**src/rtl/sync_ram_2p_pkg.sv**
```systemverilog
// Shared definitions for the simple-dual-port RAM family.
package sync_ram_pkg;

    localparam int RDW_READ_FIRST  = 0;
    localparam int RDW_WRITE_FIRST = 1;

    typedef enum logic {
        ST_INIT,
        ST_READY
    } state_t;

    // Number of byte lanes in a word of the given width.
    function automatic int nbytes(int data_width);
        return data_width / 8;
    endfunction

endpackage

```
**src/rtl/sync_ram_2p_if.sv**
```systemverilog
// Request/response bundle of sync_ram_2p: one write port, one read port.
interface sync_ram_2p_if
    import sync_ram_pkg::*;
#(
    parameter int DATA_WIDTH = 16,
    parameter int ADDR_WIDTH = 4
);

    logic                            we;
    logic [nbytes(DATA_WIDTH)-1:0]   wbe;
    logic [ADDR_WIDTH-1:0]           waddr;
    logic [DATA_WIDTH-1:0]           din;
    logic                            re;
    logic [ADDR_WIDTH-1:0]           raddr;
    logic [DATA_WIDTH-1:0]           dout;
    logic                            rd_valid;
    logic                            init_busy;

    modport master (
        output we, wbe, waddr, din, re, raddr,
        input  dout, rd_valid, init_busy
    );

    modport slave (
        input  we, wbe, waddr, din, re, raddr,
        output dout, rd_valid, init_busy
    );

endinterface

```
**src/rtl/sync_ram_2p_rd_pipe.sv**
```systemverilog
// Read result pipeline: 1 or 2 register stages carrying data plus valid.
// Data stages load only with a valid beat so the output holds the last
// read result between reads; reset flushes every stage to zero.
module sync_ram_rd_pipe #(
    parameter int DATA_WIDTH = 16,
    parameter int RD_LATENCY = 1
) (
    input  logic                  clk,
    input  logic                  rst,
    input  logic                  in_vld,
    input  logic [DATA_WIDTH-1:0] in_data,
    output logic                  out_vld,
    output logic [DATA_WIDTH-1:0] out_data
);

    logic [RD_LATENCY-1:0]                 vld_pipe;
    logic [RD_LATENCY-1:0][DATA_WIDTH-1:0] dat_pipe;

    // Shift valid every cycle; advance data only behind a valid beat.
    always_ff @(posedge clk) begin
        if (rst) begin
            vld_pipe <= '0;
            dat_pipe <= '0;
        end else begin
            vld_pipe[0] <= in_vld;
            if (in_vld) dat_pipe[0] <= in_data;
            for (int s = 1; s < RD_LATENCY; s++) begin
                vld_pipe[s] <= vld_pipe[s-1];
                if (vld_pipe[s-1]) dat_pipe[s] <= dat_pipe[s-1];
            end
        end
    end

    assign out_vld  = vld_pipe[RD_LATENCY-1];
    assign out_data = dat_pipe[RD_LATENCY-1];

endmodule

```
**src/rtl/sync_ram_2p.sv**
```systemverilog
// Simple-dual-port synchronous RAM with byte enables, selectable
// read-during-write behaviour, 1/2-cycle read latency and optional
// post-reset clear sequence.
module sync_ram_2p
    import sync_ram_pkg::*;
#(
    parameter int DATA_WIDTH     = 16,
    parameter int ADDR_WIDTH     = 4,
    parameter int RD_LATENCY     = 1,
    parameter int RDW_MODE       = RDW_READ_FIRST,
    parameter int CLEAR_ON_RESET = 1
) (
    input  logic          clk,
    input  logic          rst,
    sync_ram_2p_if.slave  bus
);

    localparam int NB    = nbytes(DATA_WIDTH);
    localparam int DEPTH = 2 ** ADDR_WIDTH;

    if (DATA_WIDTH % 8 != 0) begin : g_bad_width
        $error("sync_ram_2p: DATA_WIDTH must be a multiple of 8");
    end
    if (RD_LATENCY != 1 && RD_LATENCY != 2) begin : g_bad_latency
        $error("sync_ram_2p: RD_LATENCY must be 1 or 2");
    end

    state_t                state, state_nx;
    logic [ADDR_WIDTH-1:0] ctr;
    logic [DATA_WIDTH-1:0] mem [DEPTH];
    logic [DATA_WIDTH-1:0] rd_word;
    logic                  rd_en;
    logic                  last_clear;

    // Clear sequence state and address counter.
    always_ff @(posedge clk) begin
        if (rst) begin
            state <= (CLEAR_ON_RESET != 0) ? ST_INIT : ST_READY;
            ctr   <= '0;
        end else begin
            state <= state_nx;
            if (state == ST_INIT) ctr <= ctr + ADDR_WIDTH'(1);
        end
    end

    // Leave INIT on the edge that clears the last word.
    always_comb begin
        state_nx   = state;
        last_clear = (ctr == ADDR_WIDTH'(DEPTH - 1));
        if (state == ST_INIT && last_clear) state_nx = ST_READY;
    end

    // Storage: zero fill during INIT, byte-lane writes once READY.
    always_ff @(posedge clk) begin
        if (!rst) begin
            if (state == ST_INIT) begin
                mem[ctr] <= '0;
            end else if (bus.we) begin
                for (int i = 0; i < NB; i++)
                    if (bus.wbe[i]) mem[bus.waddr][8*i +: 8] <= bus.din[8*i +: 8];
            end
        end
    end

    // Read word; write-first mode forwards the enabled lanes of a
    // colliding write, read-first sees the array before the write lands.
    always_comb begin
        rd_word = mem[bus.raddr];
        if (RDW_MODE == RDW_WRITE_FIRST && bus.we && bus.waddr == bus.raddr) begin
            for (int i = 0; i < NB; i++)
                if (bus.wbe[i]) rd_word[8*i +: 8] = bus.din[8*i +: 8];
        end
    end

    assign rd_en = (state == ST_READY) && bus.re;

    sync_ram_rd_pipe #(
        .DATA_WIDTH (DATA_WIDTH),
        .RD_LATENCY (RD_LATENCY)
    ) u_rd_pipe (
        .clk      (clk),
        .rst      (rst),
        .in_vld   (rd_en),
        .in_data  (rd_word),
        .out_vld  (bus.rd_valid),
        .out_data (bus.dout)
    );

    assign bus.init_busy = (state == ST_INIT);

endmodule
```
**src/flat_wrapper.sv**
```systemverilog
// flat-port wrapper written by rule: the top's interface ports become plain ports
module sync_ram_2p_flat import sync_ram_pkg::*;
#(
    parameter int DATA_WIDTH     = 16,
    parameter int ADDR_WIDTH     = 4,
    parameter int RD_LATENCY     = 1,
    parameter int RDW_MODE       = RDW_READ_FIRST,
    parameter int CLEAR_ON_RESET = 1
)
  (clk, rst, bus_we, bus_wbe, bus_waddr, bus_din, bus_re, bus_raddr, bus_dout, bus_rd_valid, bus_init_busy);
  sync_ram_2p_if #(.DATA_WIDTH(DATA_WIDTH), .ADDR_WIDTH(ADDR_WIDTH)) bus_i ();
  input  logic clk;
  input  logic rst;
  input wire logic [$bits(bus_i.we)-1:0] bus_we;
  input wire logic [$bits(bus_i.wbe)-1:0] bus_wbe;
  input wire logic [$bits(bus_i.waddr)-1:0] bus_waddr;
  input wire logic [$bits(bus_i.din)-1:0] bus_din;
  input wire logic [$bits(bus_i.re)-1:0] bus_re;
  input wire logic [$bits(bus_i.raddr)-1:0] bus_raddr;
  output wire logic [$bits(bus_i.dout)-1:0] bus_dout;
  output wire logic [$bits(bus_i.rd_valid)-1:0] bus_rd_valid;
  output wire logic [$bits(bus_i.init_busy)-1:0] bus_init_busy;
  assign bus_i.we = bus_we;
  assign bus_i.wbe = bus_wbe;
  assign bus_i.waddr = bus_waddr;
  assign bus_i.din = bus_din;
  assign bus_i.re = bus_re;
  assign bus_i.raddr = bus_raddr;
  assign bus_dout = bus_i.dout;
  assign bus_rd_valid = bus_i.rd_valid;
  assign bus_init_busy = bus_i.init_busy;
  sync_ram_2p #(.DATA_WIDTH(DATA_WIDTH), .ADDR_WIDTH(ADDR_WIDTH), .RD_LATENCY(RD_LATENCY), .RDW_MODE(RDW_MODE), .CLEAR_ON_RESET(CLEAR_ON_RESET)) u_core (.clk(clk), .rst(rst), .bus(bus_i));
endmodule
```
**config.mk**
```make
export PLATFORM = sky130hd
export DESIGN_NAME = sync_ram_2p_flat
export DESIGN_NICKNAME = d
export VERILOG_FILES = /design/src/rtl/sync_ram_2p_pkg.sv /design/src/rtl/sync_ram_2p_if.sv /design/src/rtl/sync_ram_2p_rd_pipe.sv /design/src/rtl/sync_ram_2p.sv /design/src/flat_wrapper.sv
export SDC_FILE = /design/constraint.sdc
export NUM_CORES = 1
export LEC_CHECK = 0
export CORE_ASPECT_RATIO = 0.8
export CORE_MARGIN = 10
export CORE_UTILIZATION = 42
export DETAILED_ROUTE_END_ITERATION = 8
export PLACE_DENSITY_LB_ADDON = 0.15
export RECOVER_POWER = 25
export SETUP_SLACK_MARGIN = 0.15
export SYNTH_ARGS = -nofsm -noshare
export SYNTH_HDL_FRONTEND = slang
export SYNTH_HIERARCHICAL = 1
export SYNTH_SLANG_ARGS = --single-unit
```
**constraint.sdc**
```tcl
create_clock -name clk -period 2.18 [get_ports clk]
set_clock_uncertainty 0.15 [all_clocks]
set_input_delay 0.436 -clock clk [delete_from_list [all_inputs] [get_ports clk]]
set_output_delay 0.436 -clock clk [all_outputs]
set_load 0.01 [all_outputs]
```
# Word-level counts from Yosys, hierarchy flattened
# Memories as Yosys holds them, arrays and structs flattened. A register that Yosys moved wholly into a read port is not among the register bits.
# Index checks and enable logic that the tools add are counted.
[totals]
regBits = 6
mem_bits_rw = 256
input_bits = 30
wordCells = 26
n_memories = 1
[classes]
addsub = 1
n_eq_ne = 1
mux = 16
bitwise_logic = 1
n_reduce_logical = 3
[mem_list]
columns = ["name", "depth", "word_bits", "rd", "rd_ports_with_merged_regs", "wr", "line", "text"]
rows = [
  ["u_core.mem", 16, 16, 1, 1, 1, "sync_ram_2p.sv:30", "logic [DATA_WIDTH-1:0] mem [DEPTH];"],
]
[op_table]
columns = ["cell", "n"]
rows = [
  ["$mux 16", 1],
  ["$reduce_or 16->1", 1],
  ["$mux 1", 13],
  ["$add 4x1->4 const B", 1],
  ["$eq 4x4->1 const B", 1],
  ["$mux 4", 1],
  ["$logic_and 1x1->1", 2],
  ["$mux 2", 1],
  ["$not 1->1", 1],
]

# Depth between registers and ports, before layout
[logic_depth]
depth_word = 7
depth_mapped = 7

# By module
# Netlist, hierarchy kept.
[by_module_without_submodules]
columns = ["module", "n_inst", "cells_each", "area_per_inst_um2", "seq_area_each_um2"]
rows = [
  ["sync_ram_2p", 1, 530, 10511.3, 7787.5],
  ["sync_ram_rd_pipe", 1, 54, 608.1, 340.3],
]

# Worst setup path after synthesis
# No wires, ideal clock.
[synth_timing]
path_type = "input port to flip-flop"
startpoint = "input rst"
endpoint = "memory u_core.mem[15][0] (enable)"
arrival_ps = 1757
required_ps = 1655
setup_slack_ps = -103
cell_stages = 4
path_buffers = 1
path_cell_list = "buf_2 nand3b_4 or4_1 a21oi_1"
[synth_between]
elab_chain_cells = 4
elab_cells_between_ends = 9
cone_classes = "mux: 8; reduce/logical: 1"
[synth_lines]
columns = ["item", "line", "text"]
rows = [
  ["start: declaration", "flat_wrapper.sv:13", "input logic rst;"],
  ["$mux 1", "sync_ram_2p.sv:55", "if (!rst) begin"],
  ["$mux 1 (not written as such)", "sync_ram_2p.sv:60", "if (bus.wbe[i]) mem[bus.waddr][8*i +: 8] <= bus.din[8*i +: 8];"],
  ["$reduce_or 16->1 (no source line)", "n/a", ""],
  ["$mux 4 (no source line) / $mux 2 (equally long branches)", "n/a", ""],
  ["end: declaration", "sync_ram_2p.sv:30", ""],
]
# Several ways; a longest one is shown, not always the timed one.

# Worst setup path after layout
[layout_timing]
startpoint = "input rst"
endpoint = "memory u_core.mem[1][9] (data pin)"
[layout_between]
elab_chain_cells = 4
elab_cells_between_ends = 6
cone_classes = "mux: 5; reduce/logical: 1"
[layout_lines]
columns = ["item", "line"]
rows = [
  ["$mux 1", "sync_ram_2p.sv:55"],
  ["$mux 1 (not written as such)", "sync_ram_2p.sv:60"],
  ["$reduce_or 16->1 (no source line) (*)", "n/a"],
  ["$mux 16 (no source line) (*)", "n/a"],
]
# Every way passes the cells marked *; elsewhere a longest branch is shown, timed or not.

==> impl_metrics.tcl <==
set metrics [dict create \
    syn-num-nets 615 \
    p_seq_share_pct 51.9 \
    grt_max_degree 27 \
    nFillCells 2066 \
    grt_pass1_vias 6280 \
    syn_avg_cell_area_um2 19.0 \
    pwr-share-comb_pct 5.7 \
    fin_crit_sh_pct 90.4 \
    relSlewSlack_pct 57.0 \
    dp_hpwl_mm 17.7 \
    rsz0062_at_grt "false" \
    critPathRequiredTime_ns 2.27 \
    design_area_um2 14000 \
    instances_no_fill 1110 \
    slowest_delay_ns 0.51 \
    yosysWarnings 6 \
    grt-ovfl-total 0 \
    fin_util_pct 53.5 \
    dieWidth_um 202 \
    tritoncts "done" \
    crit_arrival_ns 2.06 \
    criticalPathCategory "in2reg" \
    crit_path_start "rst" \
    antenna_left 0 \
    crit_slowest_cell "dlymetal6s2s_1" \
    pwr-share-clk_pct 42.4 \
    nets 762 \
    placed_area_um2 13200 \
    row_count 53 \
    power.switching_fraction_pct 20.4 \
    viasPerCell 5.51 \
    min_path_type "reg2reg" \
    cts.sinks 278 \
    slew_viol_final 0 \
    cts_root_buf "clkbuf_16" \
    rrSetupSlack_ns 0.26 \
    timing.fmax_mhz 507 \
    final.min_clock_period_ns 1.97 \
    place.gp.congestion 0.844 \
    tightest_slew_ns 0.644 \
    synth-seq-area-share_pct 73.1 \
    cp-end-kind "register" \
    diodes 0 \
    dr.pass1.iters 5 \
    path_cells "clkdlybuf4s50_1, and3b_1, buf_12, and3_1, dlymetal6s2s_1" \
    rr_worst_depth 4 \
    cts.reportedPaths.clkPinSlew_ns 0.06 \
    drive_above_1_share_pct 29.9 \
    p_switching_mw 2.29 \
    num_vias 6114 \
    die_h_um 166 \
    peakVddDrop_uv 496 \
    drv_cap 0 \
    r2r_end "u_core/mem[10][1]$_DFFE_PP_" \
    core_area_um2 26200 \
    synth_cell_types 30 \
    powerDensity_nw_per_um2 802 \
    power.internal_mw 8.96 \
    status "complete, no violations" \
    drc 0 \
    grt_pass1_wl_mm 39.4 \
    die_area_um2 33400 \
    clk_latency_ns 0.54 \
    netlist_area_um2 11100 \
    dp_cells 1054 \
    pin_count 48 \
    area_growth_pct 26.1 \
    critPathCapture "u_core/mem[1][9]$_DFFE_PP_" \
    worst-path-max-fanout 23 \
    cp-start-kind "input port" \
    setup_viol 0 \
    routed_wl_mm 25.9 \
    cts_htree_levels 1 \
    hold_violations 0 \
    synth_cells 584 \
    grt_usage_pct 15.5 \
    portBuffers 47 \
    initial_utilization_pct 42.5 \
    cts_buffer_depth 3 \
    ys_seq_elements 278 \
    initialDrtViolationCount 602 \
    wl_per_cell_um 23.3 \
    p_total_mw 11.2 \
    antenna_found_initial 0 \
    cts-buffers-inserted 29 \
    r2r_start "u_core/ctr[1]$_SDFFE_PP0N_" \
    holdWs_ns 0.341 \
    p_leak_nw 4.44 \
]
==> power groups by stage <==
stage	combinational, mW	clock [mW]	sequential (mW)
2_1_floorplan	0.332	0	5.95
3_3_place_gp	0.630	0	5.95
3_5_place_dp	0.638	0	5.96
4_1_cts	0.640	4.86	5.84
5_1_grt	0.682	5.08	5.85
6_report	0.638	4.77	5.84
==> area by class of cell <==
type	instances	area, µm²	area share (%)
repair buffers	153	1620	11.5
multi-input cells	268	2900	20.7
clock buffers	34	754	5.38
clock inverters	19	170	1.21
inverters	1	3.75	0.0268
well taps	357	447	3.19
flip-flops and latches	278	8130	58.0
==> synth_stat cells <==
library cell  count  area, µm²
edfxtp_1        256       7690
mux4_2           54       1220
a21oi_1          33        165
a22oi_1          32        240
nor2_1           26       97.6
dfxtp_1          22        440
nand2_1          21       78.8
clkbuf_1         17       63.8
mux2i_1          17        170
and3_1           16        100
o211ai_1         16        120
nand4_1          12       75.1
nor2b_1          12       75.1
mux4_1           10        263
buf_2             9       45.0
buf_6             6       67.6
and2_1            5       31.3
nand4b_1          4       35.0
buf_4             3       22.5
a21o_1            2       15.0
xor2_1            2       17.5
and3b_1           1       8.76
buf_12            1       20.0
clkbuf_2          1       5.00
ha_1              1       12.5
inv_1             1       3.75
nand3b_4          1       20.0
or2_2             1       6.26
or4_1             1       7.51
xnor2_1           1       8.76
==> state kept, by name, summed over array words and instances (netlist names) <==
name	cells
u_core/mem	256
u_core/u_rd_pipe/out_vld	1
u_core/ctr	4
u_core/state	1
u_core/u_rd_pipe/out_data	16
==> worst min-delay path by stage <==
stage                                                     startpoint                                         end  slack (ns)  cells after the start
after floorplan                           u_core/ctr[3]$_SDFFE_PP0N_                  u_core/ctr[3]$_SDFFE_PP0N_        0.38                      2
after global placement     u_core/u_rd_pipe/out_data[4]$_SDFFE_PP0P_   u_core/u_rd_pipe/out_data[4]$_SDFFE_PP0P_        0.34                      2
after detailed placement  u_core/u_rd_pipe/out_data[12]$_SDFFE_PP0P_  u_core/u_rd_pipe/out_data[12]$_SDFFE_PP0P_        0.33                      2
after CTS                 u_core/u_rd_pipe/out_data[12]$_SDFFE_PP0P_  u_core/u_rd_pipe/out_data[12]$_SDFFE_PP0P_        0.35                      2
after global routing       u_core/u_rd_pipe/out_data[7]$_SDFFE_PP0P_   u_core/u_rd_pipe/out_data[7]$_SDFFE_PP0P_        0.40                      2
final                     u_core/u_rd_pipe/out_data[12]$_SDFFE_PP0P_  u_core/u_rd_pipe/out_data[12]$_SDFFE_PP0P_        0.34                      2
==> per-stage QoR <==
stage	TNS, ns	setup slack (ns)
after floorplan	0	0.0496
after global placement	-190.41	-0.744
after detailed placement	-202.68	-0.548
after CTS	0	0.0449
after global routing	0	0.131
final	0	0.208
==> cell families after synthesis <==
logic type      after synthesis  share of synthesized area [%]
xor+xnor                      3                          0.236
compound gates               83                           4.86
buf+inv                      38                           2.05
fa+ha+maj                     1                          0.113
mux                          81                           14.8
flops                       278                           73.1
simple gates                100                           4.82
==> layout by cell type, fill, tap and decap left out, types with 3 or more instances in the layout <==
cell / synthesis / final
nor2_1: 26 / 25
and3_1: 16 / 16
o211ai_1: 16 / 16
clkinv_1: 0 / 5
mux4_1: 10 / 10
clkbuf_16: 0 / 29
clkdlybuf4s25_1: 0 / 3
mux2i_1: 17 / 17
edfxtp_1: 256 / 256
buf_12: 1 / 31
a22oi_1: 32 / 32
nor2b_1: 12 / 12
dlymetal6s2s_1: 0 / 5
dfxtp_1: 22 / 21
a21oi_2: 0 / 11
nand2_1: 21 / 21
mux4_2: 54 / 54
dlygate4sd2_1: 0 / 15
and2_1: 5 / 3
clkbuf_2: 1 / 9
buf_4: 3 / 63
clkdlybuf4s50_1: 0 / 24
clkbuf_1: 17 / 6
a21oi_4: 0 / 7
nand4b_1: 4 / 4
clkinv_2: 0 / 9
bufinv_16: 0 / 3
nand4_1: 12 / 12
a21oi_1: 33 / 15
==> per-layer routing <==
layer / vias to the layer above / wire length, µm / global-route usage (%)
met5: - / 0 / 0
met1: 3153 / 12400 / 23.5
li1: 2717 / - / -
met4: 0 / 420 / 3.82
met3: 36 / 1740 / 2.71
met2: 208 / 11400 / 22.8
==> worst max-delay path: cells and delay by family <==
| family | cells | cell delay (ns) |
|---|---|---|
| buffers and inverters | 3 | 1.17 |
| AND/OR/NAND/NOR | 2 | 0.45 |
==> repair_timing <==
action / CTS / global route
gates resized for setup: 19 / 9
pin swaps: 3 / 0
endpoints found under the setup margin: 227 / 78
setup buffers: 3 / 0
hold buffers: 0 / 0
Power figures use the tool's default switching activity.
